===== config.mk =====
export PLATFORM = sky130hd
export DESIGN_NAME = tile_ram_arbiter
export DESIGN_NICKNAME = d
export VERILOG_FILES = /design/src/rtl/tile_ram_arbiter_pkg.sv /design/src/rtl/tile_ram_arbiter_strobe_gen.sv /design/src/rtl/tile_ram_arbiter.sv
export SDC_FILE = /design/constraint.sdc
export NUM_CORES = 1
export LEC_CHECK = 0
export BUFFER_PORTS_ARGS = -buffer_cell sky130_fd_sc_hd__buf_2
export CORE_UTILIZATION = 28
export CTS_CLUSTER_DIAMETER = 30
export CTS_CLUSTER_SIZE = 20
export DETAILED_ROUTE_END_ITERATION = 8
export MAX_ROUTING_LAYER = met4
export PLACE_DENSITY = 0.5
export SLEW_MARGIN = 5
export SYNTH_ARGS = -nofsm -noshare
export SYNTH_HDL_FRONTEND = slang
export SYNTH_SLANG_ARGS = --single-unit

===== constraint.sdc =====
create_clock -name i_Clk -period 3.9 [get_ports i_Clk]
set_clock_uncertainty 0.1 [all_clocks]
set_input_delay 0.195 -clock i_Clk [delete_from_list [all_inputs] [get_ports i_Clk]]
set_output_delay 0.195 -clock i_Clk [all_outputs]
set_load 0.01 [all_outputs]

===== src/rtl/tile_ram_arbiter_pkg.sv =====
// Shared state encodings, access-length limits and helpers for the tile SRAM arbiter.
package tile_ram_arbiter_pkg;

  localparam int TRA_MIN_ACCESS_CYCLES     = 3;
  localparam int TRA_DEFAULT_ACCESS_CYCLES = 4;

  typedef enum logic [1:0] {
    TRA_IDLE   = 2'd0,
    TRA_ACCESS = 2'd1,
    TRA_TURN   = 2'd2
  } tra_state_e;

  typedef enum logic {
    TRA_OWN_CPU = 1'b0,
    TRA_OWN_VID = 1'b1
  } tra_owner_e;

  function automatic logic [15:0] tra_sat_inc16(input logic [15:0] v);
    return (v == 16'hFFFF) ? v : v + 16'd1;
  endfunction

endpackage


===== src/rtl/tile_ram_arbiter_strobe_gen.sv =====
// sram_strobe_gen: decodes an access beat and direction into SRAM nOE/nWE and bus drive enable.
// Reusable by any controller that steps through fixed-length SRAM accesses.
module sram_strobe_gen #(
  parameter int C_ACCESS_CYCLES = 4,
  parameter int C_BEAT_W        = 3
) (
  input  logic                active_i,
  input  logic                we_i,
  input  logic [C_BEAT_W-1:0] beat_i,
  output logic                n_oe_o,
  output logic                n_we_o,
  output logic                data_oe_o
);

  localparam logic [C_BEAT_W-1:0] LAST_BEAT = C_BEAT_W'(C_ACCESS_CYCLES - 1);

  // First and last write beats keep nWE high for address setup and data hold.
  always_comb begin
    n_oe_o    = 1'b1;
    n_we_o    = 1'b1;
    data_oe_o = 1'b0;
    if (active_i) begin
      if (we_i) begin
        data_oe_o = 1'b1;
        n_we_o    = (beat_i == {C_BEAT_W{1'b0}}) || (beat_i == LAST_BEAT);
      end else begin
        n_oe_o = 1'b0;
      end
    end else begin
      n_oe_o = 1'b1;
    end
  end

endmodule


===== src/rtl/tile_ram_arbiter.sv =====
// tile_ram_arbiter: shares one tile SRAM between video fetch (priority) and the CPU bus.
// Optional CPU stall counter is built when TILE_RAM_ARB_STATS_EN is defined.
module tile_ram_arbiter
  import tile_ram_arbiter_pkg::*;
#(
  parameter int C_ACCESS_CYCLES = TRA_DEFAULT_ACCESS_CYCLES,
  parameter int C_ADDR_WIDTH    = 13
) (
  input  logic                    i_Clk,
  input  logic                    i_nRst,
  input  logic                    i_VidReq,
  input  logic [C_ADDR_WIDTH-1:0] i_VidAddr,
  output logic                    o_VidValid,
  output logic [7:0]              o_VidData,
  output logic                    o_VidOverrun,
  input  logic                    i_CpuReq,
  input  logic                    i_CpuWe,
  input  logic [C_ADDR_WIDTH-1:0] i_CpuAddr,
  input  logic [7:0]              i_CpuData,
  output logic                    o_CpuAck,
  output logic [7:0]              o_CpuData,
  output logic [C_ADDR_WIDTH-1:0] o_SramAddr,
  output logic                    o_SramnOE,
  output logic                    o_SramnWE,
  output logic [7:0]              o_SramDataOut,
  output logic                    o_SramDataOe,
  input  logic [7:0]              i_SramData,
  output logic [15:0]             o_CpuStall
);

  localparam int                BEAT_W    = $clog2(C_ACCESS_CYCLES + 1);
  localparam logic [BEAT_W-1:0] LAST_BEAT = BEAT_W'(C_ACCESS_CYCLES - 1);

  if (C_ACCESS_CYCLES < TRA_MIN_ACCESS_CYCLES) begin : g_bad_cfg
    $error("C_ACCESS_CYCLES must be at least %0d", TRA_MIN_ACCESS_CYCLES);
  end

  tra_state_e              state_q, state_d;
  tra_owner_e              owner_q, owner_d;
  logic [BEAT_W-1:0]       beat_q, beat_d;
  logic                    we_q, we_d;
  logic [C_ADDR_WIDTH-1:0] addr_q, addr_d;
  logic [7:0]              dout_q, dout_d;
  logic [7:0]              cpu_data_q, cpu_data_d;
  logic [7:0]              vid_data_q, vid_data_d;
  logic                    cpu_ack_q, cpu_ack_d;
  logic                    vid_valid_q, vid_valid_d;
  logic                    vid_pend_q, vid_pend_d;
  logic [C_ADDR_WIDTH-1:0] vid_addr_q, vid_addr_d;
  logic                    overrun_q, overrun_d;
  logic                    n_oe_q, n_we_q, data_oe_q;
  logic                    n_oe_s, n_we_s, data_oe_s;
  logic                    vid_want_s, vid_grant_s;

  assign vid_want_s = vid_pend_q | i_VidReq;

  // Access sequencer: grant in IDLE, step beats in ACCESS, report results in TURN.
  always_comb begin
    state_d     = state_q;
    owner_d     = owner_q;
    beat_d      = beat_q;
    we_d        = we_q;
    addr_d      = addr_q;
    dout_d      = dout_q;
    cpu_data_d  = cpu_data_q;
    vid_data_d  = vid_data_q;
    cpu_ack_d   = 1'b0;
    vid_valid_d = 1'b0;
    vid_grant_s = 1'b0;
    case (state_q)
      TRA_IDLE: begin
        if (vid_want_s) begin
          vid_grant_s = 1'b1;
          state_d     = TRA_ACCESS;
          owner_d     = TRA_OWN_VID;
          beat_d      = {BEAT_W{1'b0}};
          we_d        = 1'b0;
          addr_d      = i_VidReq ? i_VidAddr : vid_addr_q;
        end else if (i_CpuReq) begin
          state_d = TRA_ACCESS;
          owner_d = TRA_OWN_CPU;
          beat_d  = {BEAT_W{1'b0}};
          we_d    = i_CpuWe;
          addr_d  = i_CpuAddr;
          dout_d  = i_CpuWe ? i_CpuData : dout_q;
        end else begin
          state_d = TRA_IDLE;
        end
      end
      TRA_ACCESS: begin
        if (beat_q == LAST_BEAT) begin
          state_d = TRA_TURN;
          beat_d  = {BEAT_W{1'b0}};
          if (owner_q == TRA_OWN_VID) begin
            vid_valid_d = 1'b1;
            vid_data_d  = i_SramData;
          end else begin
            cpu_ack_d  = 1'b1;
            cpu_data_d = we_q ? cpu_data_q : i_SramData;
          end
        end else begin
          beat_d = beat_q + BEAT_W'(1);
        end
      end
      TRA_TURN: state_d = TRA_IDLE;
      default:  state_d = TRA_IDLE;
    endcase
  end

  // A second request before the first is granted replaces it and flags the loss.
  always_comb begin
    vid_pend_d = vid_pend_q;
    vid_addr_d = vid_addr_q;
    if (i_VidReq && !vid_grant_s) begin
      vid_pend_d = 1'b1;
      vid_addr_d = i_VidAddr;
    end else if (vid_grant_s) begin
      vid_pend_d = 1'b0;
    end else begin
      vid_pend_d = vid_pend_q;
    end
    overrun_d = overrun_q | (i_VidReq & vid_pend_q);
  end

  sram_strobe_gen #(
    .C_ACCESS_CYCLES(C_ACCESS_CYCLES),
    .C_BEAT_W       (BEAT_W)
  ) u_strobe (
    .active_i (state_d == TRA_ACCESS),
    .we_i     (we_d),
    .beat_i   (beat_d),
    .n_oe_o   (n_oe_s),
    .n_we_o   (n_we_s),
    .data_oe_o(data_oe_s)
  );

  // State and output registers; reset parks every strobe inactive at once.
  always_ff @(posedge i_Clk or negedge i_nRst) begin
    if (!i_nRst) begin
      state_q     <= TRA_IDLE;
      owner_q     <= TRA_OWN_CPU;
      beat_q      <= {BEAT_W{1'b0}};
      we_q        <= 1'b0;
      addr_q      <= {C_ADDR_WIDTH{1'b0}};
      dout_q      <= 8'h00;
      cpu_data_q  <= 8'h00;
      vid_data_q  <= 8'h00;
      cpu_ack_q   <= 1'b0;
      vid_valid_q <= 1'b0;
      vid_pend_q  <= 1'b0;
      vid_addr_q  <= {C_ADDR_WIDTH{1'b0}};
      overrun_q   <= 1'b0;
      n_oe_q      <= 1'b1;
      n_we_q      <= 1'b1;
      data_oe_q   <= 1'b0;
    end else begin
      state_q     <= state_d;
      owner_q     <= owner_d;
      beat_q      <= beat_d;
      we_q        <= we_d;
      addr_q      <= addr_d;
      dout_q      <= dout_d;
      cpu_data_q  <= cpu_data_d;
      vid_data_q  <= vid_data_d;
      cpu_ack_q   <= cpu_ack_d;
      vid_valid_q <= vid_valid_d;
      vid_pend_q  <= vid_pend_d;
      vid_addr_q  <= vid_addr_d;
      overrun_q   <= overrun_d;
      n_oe_q      <= n_oe_s;
      n_we_q      <= n_we_s;
      data_oe_q   <= data_oe_s;
    end
  end

  assign o_VidValid    = vid_valid_q;
  assign o_VidData     = vid_data_q;
  assign o_VidOverrun  = overrun_q;
  assign o_CpuAck      = cpu_ack_q;
  assign o_CpuData     = cpu_data_q;
  assign o_SramAddr    = addr_q;
  assign o_SramnOE     = n_oe_q;
  assign o_SramnWE     = n_we_q;
  assign o_SramDataOut = dout_q;
  assign o_SramDataOe  = data_oe_q;

`ifdef TILE_RAM_ARB_STATS_EN
  logic [15:0] stall_q, stall_d;
  logic        stall_s;

  // CPU is stalled while video owns the SRAM or beats it in arbitration.
  always_comb begin
    stall_s = i_CpuReq & ((state_q == TRA_IDLE) ? vid_want_s : (owner_q == TRA_OWN_VID));
    stall_d = stall_s ? tra_sat_inc16(stall_q) : stall_q;
  end

  // Stall counter register.
  always_ff @(posedge i_Clk or negedge i_nRst) begin
    if (!i_nRst) begin
      stall_q <= 16'h0000;
    end else begin
      stall_q <= stall_d;
    end
  end

  assign o_CpuStall = stall_q;
`else
  assign o_CpuStall = 16'h0000;
`endif

endmodule


==> parameters.txt <==
Parameter                              Value

Outcome
  Run status    finished clean

GRT
  Grt peak-use layer    met2
  Met1 demand-to-capacity share in global routing    around 15%
  Number of antenna violations at the first check in global routing    1
  Maximum number of pins on one net before global-route repair    45
  Global-route track usage on met3    just over 5%
  Met2 track utilization from global routing    about a fifth
  Global-route wire length before repair    10200 um
  GRT overflow    0
  Via count of the first global-routing pass    2180
  Global-route total usage across every layer    13.2%

Critical path
  Largest fanout of any net on the critical path    27
  Critical path data required time    around 4 ns
  Worst path cell trace    nor3_1, nand2b_1, a22oi_2, o211ai_1
  Number of buffers and inverters on the critical path    0
  Maximum single-stage delay on the critical path    between 0.9 and 1 ns
  Endpoint type of the worst setup path    flip-flop
  Type of origin of the critical path    flip-flop
  Arrival time worst endpoint    between 2 and 3 ns
  Crit path max-delay cell type    sky130_fd_sc_hd__dfrtp_1
  Setup Crit Path Kind    reg -> reg
  Critical path's top delay family    flip-flops

Clock network
  Maximum number of buffers from clock root to sink    2
  Clock-pin transition on the worst setup and hold timing paths    ~0.070 ns
  Clock tree from TritonCTS    done
  CTS Root Buffer Type    sky130_fd_sc_hd__clkbuf_8
  Clock sink count    64
  Inserted Clock Buffers    9
  H-tree level count    3
  Worst-skew pair later-pin latency    approximately 0.33 ns

Drt
  Number of DRC markers after the initial detailed-route iteration    44
  Routed wire length    between 6000 and 7000 um
  DR WL/cell    roughly 13 um
  Number of iterations in the first detailed-routing pass    4
  Number of remaining DRC errors    0
  Number of nets with antenna violations after routing    0
  Vias per cell    approximately 4.3
  Total number of vias    between 2k and 2.5k

Timing
  Number of endpoints failing setup at the final stage    0
  Fin Hold WS    0.0190 ns
  Sum of negative setup slack    0 ns
  Number of max-slew violations in the final report    0
  Time the worst path needs with I/O delays and setup    2.35 ns
  Final worst-path setup slack    about 1.5 ns
  Pin slew with the least headroom to its limit    roughly 1 ns
  Worst slew margin    roughly 33%
  Max Fclk    roughly 420 MHz
  Setup repair after global routing missed its margin    false
  Tcrit/Tclk final    between 60% and 70%
  Total count of hold-check failures in the final report    0

Die
  Die Span X    between 100 and 150 um
  Count of standard-cell rows    36
  Area of the die    roughly 11000 um2
  Floorplan core area    between 9000 and 10000 um2
  Top-level I/O count    ~110
  Die Span Y    around 100 um
  Initial Util    about 29%

Final layout
  Area overhead of the layout relative to synthesis    35.1%
  Fin cells    about 500
  Final net count    just over 400
  Layout cells sized above 1    between 40% and 50%
  Post-route design area    slightly below 4000 um2

Logic synthesis
  Mapped Avg Cell Area    between 10 and 15 um2
  Count of yosys warnings during synthesis    0
  Flip-flop cell with the highest count after synthesis    sky130_fd_sc_hd__dfrtp_1
  Area of the mapped netlist    2850 um2
  Flops & latches, synth    between 60 and 70
  Portion of the post-synthesis area used by sequential elements    between 50% and 60%
  Share of flip-flops with an asynchronous set or reset after synthesis    100%
  Count of unique library cells instantiated by Yosys    37
  Count of flip-flops with a built-in enable after synthesis    0
  Cell count after synthesis    237

Power
  Peak VDD IR    approximately 360 uV
  Cell area power density    around 710 nW/um2
  Leakage power summed over all cells    1.91 nW

Flow run
  Max-cap violation count    0

Placement
  Number of port buffers    roughly 90
  Detailed Place HPWL    around 4400 um
  # placed instances    between 400 and 500
  Setup slack at placement    roughly 1.5 ns
  Placed inst area    ~3300 um2
  Gp weighted congestion    0.721

Min path
  Min-Delay Path Class    in -> reg
-- Yosys cell counts, types with 2 or more instances --
cell type	count	area [um2]
sky130_fd_sc_hd__inv_1	3	11.3
sky130_fd_sc_hd__nand2b_1	2	12.5
sky130_fd_sc_hd__buf_4	21	158
sky130_fd_sc_hd__nor2_1	16	60.1
sky130_fd_sc_hd__buf_2	3	15.0
sky130_fd_sc_hd__mux2_2	36	405
sky130_fd_sc_hd__o211ai_1	2	15.0
sky130_fd_sc_hd__o21ai_0	17	85.1
sky130_fd_sc_hd__o21a_1	2	15.0
sky130_fd_sc_hd__nor3_1	2	10.0
sky130_fd_sc_hd__a21oi_1	14	70.1
sky130_fd_sc_hd__nand2_1	19	71.3
sky130_fd_sc_hd__dfrtp_1	62	1550
sky130_fd_sc_hd__dfstp_2	2	52.6
sky130_fd_sc_hd__nand2_2	3	18.8
sky130_fd_sc_hd__mux2i_1	12	120
-- layer usage --
layer  part of all wire (%)  vias up
met5                      0        -
li1                       -     1024
met2                     45       89
met3                    8.0        7
met1                     46      998
met4                   0.64        0
-- worst paths after layout --
| check | slack [ns] | depth (start not counted) | endpoint | startpoint |
|---|---|---|---|---|
| hold reg to reg | 0.36 | 1 | o_VidOverrun | o_VidOverrun |
| setup / recovery | 1.55 | 4 | o_SramnWE | vid_pend_q |
| setup reg to reg | 1.55 | 4 | o_SramnWE | vid_pend_q |
| min in group asynchronous | 0.47 | 2 | vid_addr_q[1] | i_nRst |
| max in group asynchronous | 2.37 | 3 | state_q[1] | i_nRst |
| hold / removal | 0.02 | 2 | vid_addr_q[11] | i_VidAddr[11] |
-- flip-flops by register name, summed over array words and instances (netlist names) --
name and count:
o_SramAddr 13, vid_addr_q 13, o_CpuData 8, o_SramDataOut 8, o_VidData 8, beat_q 3
state_q 2, o_CpuAck 1, o_SramDataOe 1, o_SramnOE 1, o_SramnWE 1, o_VidOverrun 1
o_VidValid 1, owner_q 1, vid_pend_q 1, we_q 1
-- cells in the final DEF (no fill, tap or decap), types with 2 or more instances in the layout --
| cell | netlist | routed |
|---|---|---|
| sky130_fd_sc_hd__mux2i_1 | 12 | 12 |
| sky130_fd_sc_hd__o211ai_1 | 2 | 2 |
| sky130_fd_sc_hd__inv_1 | 3 | 3 |
| sky130_fd_sc_hd__dfstp_2 | 2 | 2 |
| sky130_fd_sc_hd__dfrtp_1 | 62 | 62 |
| sky130_fd_sc_hd__nor3_1 | 2 | 2 |
| sky130_fd_sc_hd__bufinv_16 | 0 | 2 |
| sky130_fd_sc_hd__mux2_2 | 36 | 36 |
| sky130_fd_sc_hd__buf_2 | 3 | 89 |
| sky130_fd_sc_hd__dlygate4sd3_1 | 0 | 28 |
| sky130_fd_sc_hd__clkinv_4 | 0 | 2 |
| sky130_fd_sc_hd__conb_1 | 1 | 16 |
| sky130_fd_sc_hd__o21ai_0 | 17 | 17 |
| sky130_fd_sc_hd__o21a_1 | 2 | 2 |
| sky130_fd_sc_hd__nand2_2 | 3 | 3 |
| sky130_fd_sc_hd__nor2_1 | 16 | 16 |
| sky130_fd_sc_hd__nand2b_1 | 2 | 2 |
| sky130_fd_sc_hd__nand2_1 | 19 | 19 |
| sky130_fd_sc_hd__clkinvlp_4 | 0 | 2 |
| sky130_fd_sc_hd__a21oi_1 | 14 | 14 |
| sky130_fd_sc_hd__clkbuf_8 | 0 | 10 |
-- final cells by class --
cell class | count | area [um2]
diodes | 1 | 2.50
clock buffers | 10 | 138
clock inverters | 6 | 92.6
fillers | 994 | 5970
inverters | 3 | 11.3
multi-input cells | 159 | 1100
flip-flops and latches | 64 | 1600
well taps | 133 | 166
repair buffers | 118 | 733
-- power by group --
| part | total (W) | internal, W | leakage (nW) | switching (W) |
|---|---|---|---|---|
| registers | 0.00114 | 0.000949 | 0.780 | 0.000195 |
| clock network | 0.000649 | 0.000379 | 0.109 | 0.000270 |
| logic | 0.000928 | 0.000470 | 1.02 | 0.000458 |
-- metrics by stage --
| step | utilization [%] | power (W) |
|---|---|---|
| after floorplan | - | 0.00176 |
| after global placement | 34.0 | 0.00206 |
| after detailed placement | 34.0 | 0.00208 |
| after CTS | 39.2 | 0.00277 |
| after global routing | 39.2 | 0.00293 |
| final | 39.2 | 0.00272 |
-- kinds of logic (layout without fill, tap and decap cells) --
group           Yosys count  count (layout)  share of synthesized area [%]
mux                      49              49                           18.8
buf+inv                  29             137                           6.98
fa+ha+maj                 1               1                          0.439
flops                    64              64                           56.3
compound gates           39              39                           7.77
simple gates             54              54                           9.61
other cells               1              17                          0.132
-- timing repair --
action | in CTS | in global routing
hold endpoints to repair | 76 | 0
hold buffers | 28 | 0
setup buffers | 0 | 0
resized for setup | 0 | 0
Power figures use the tool's default switching activity.
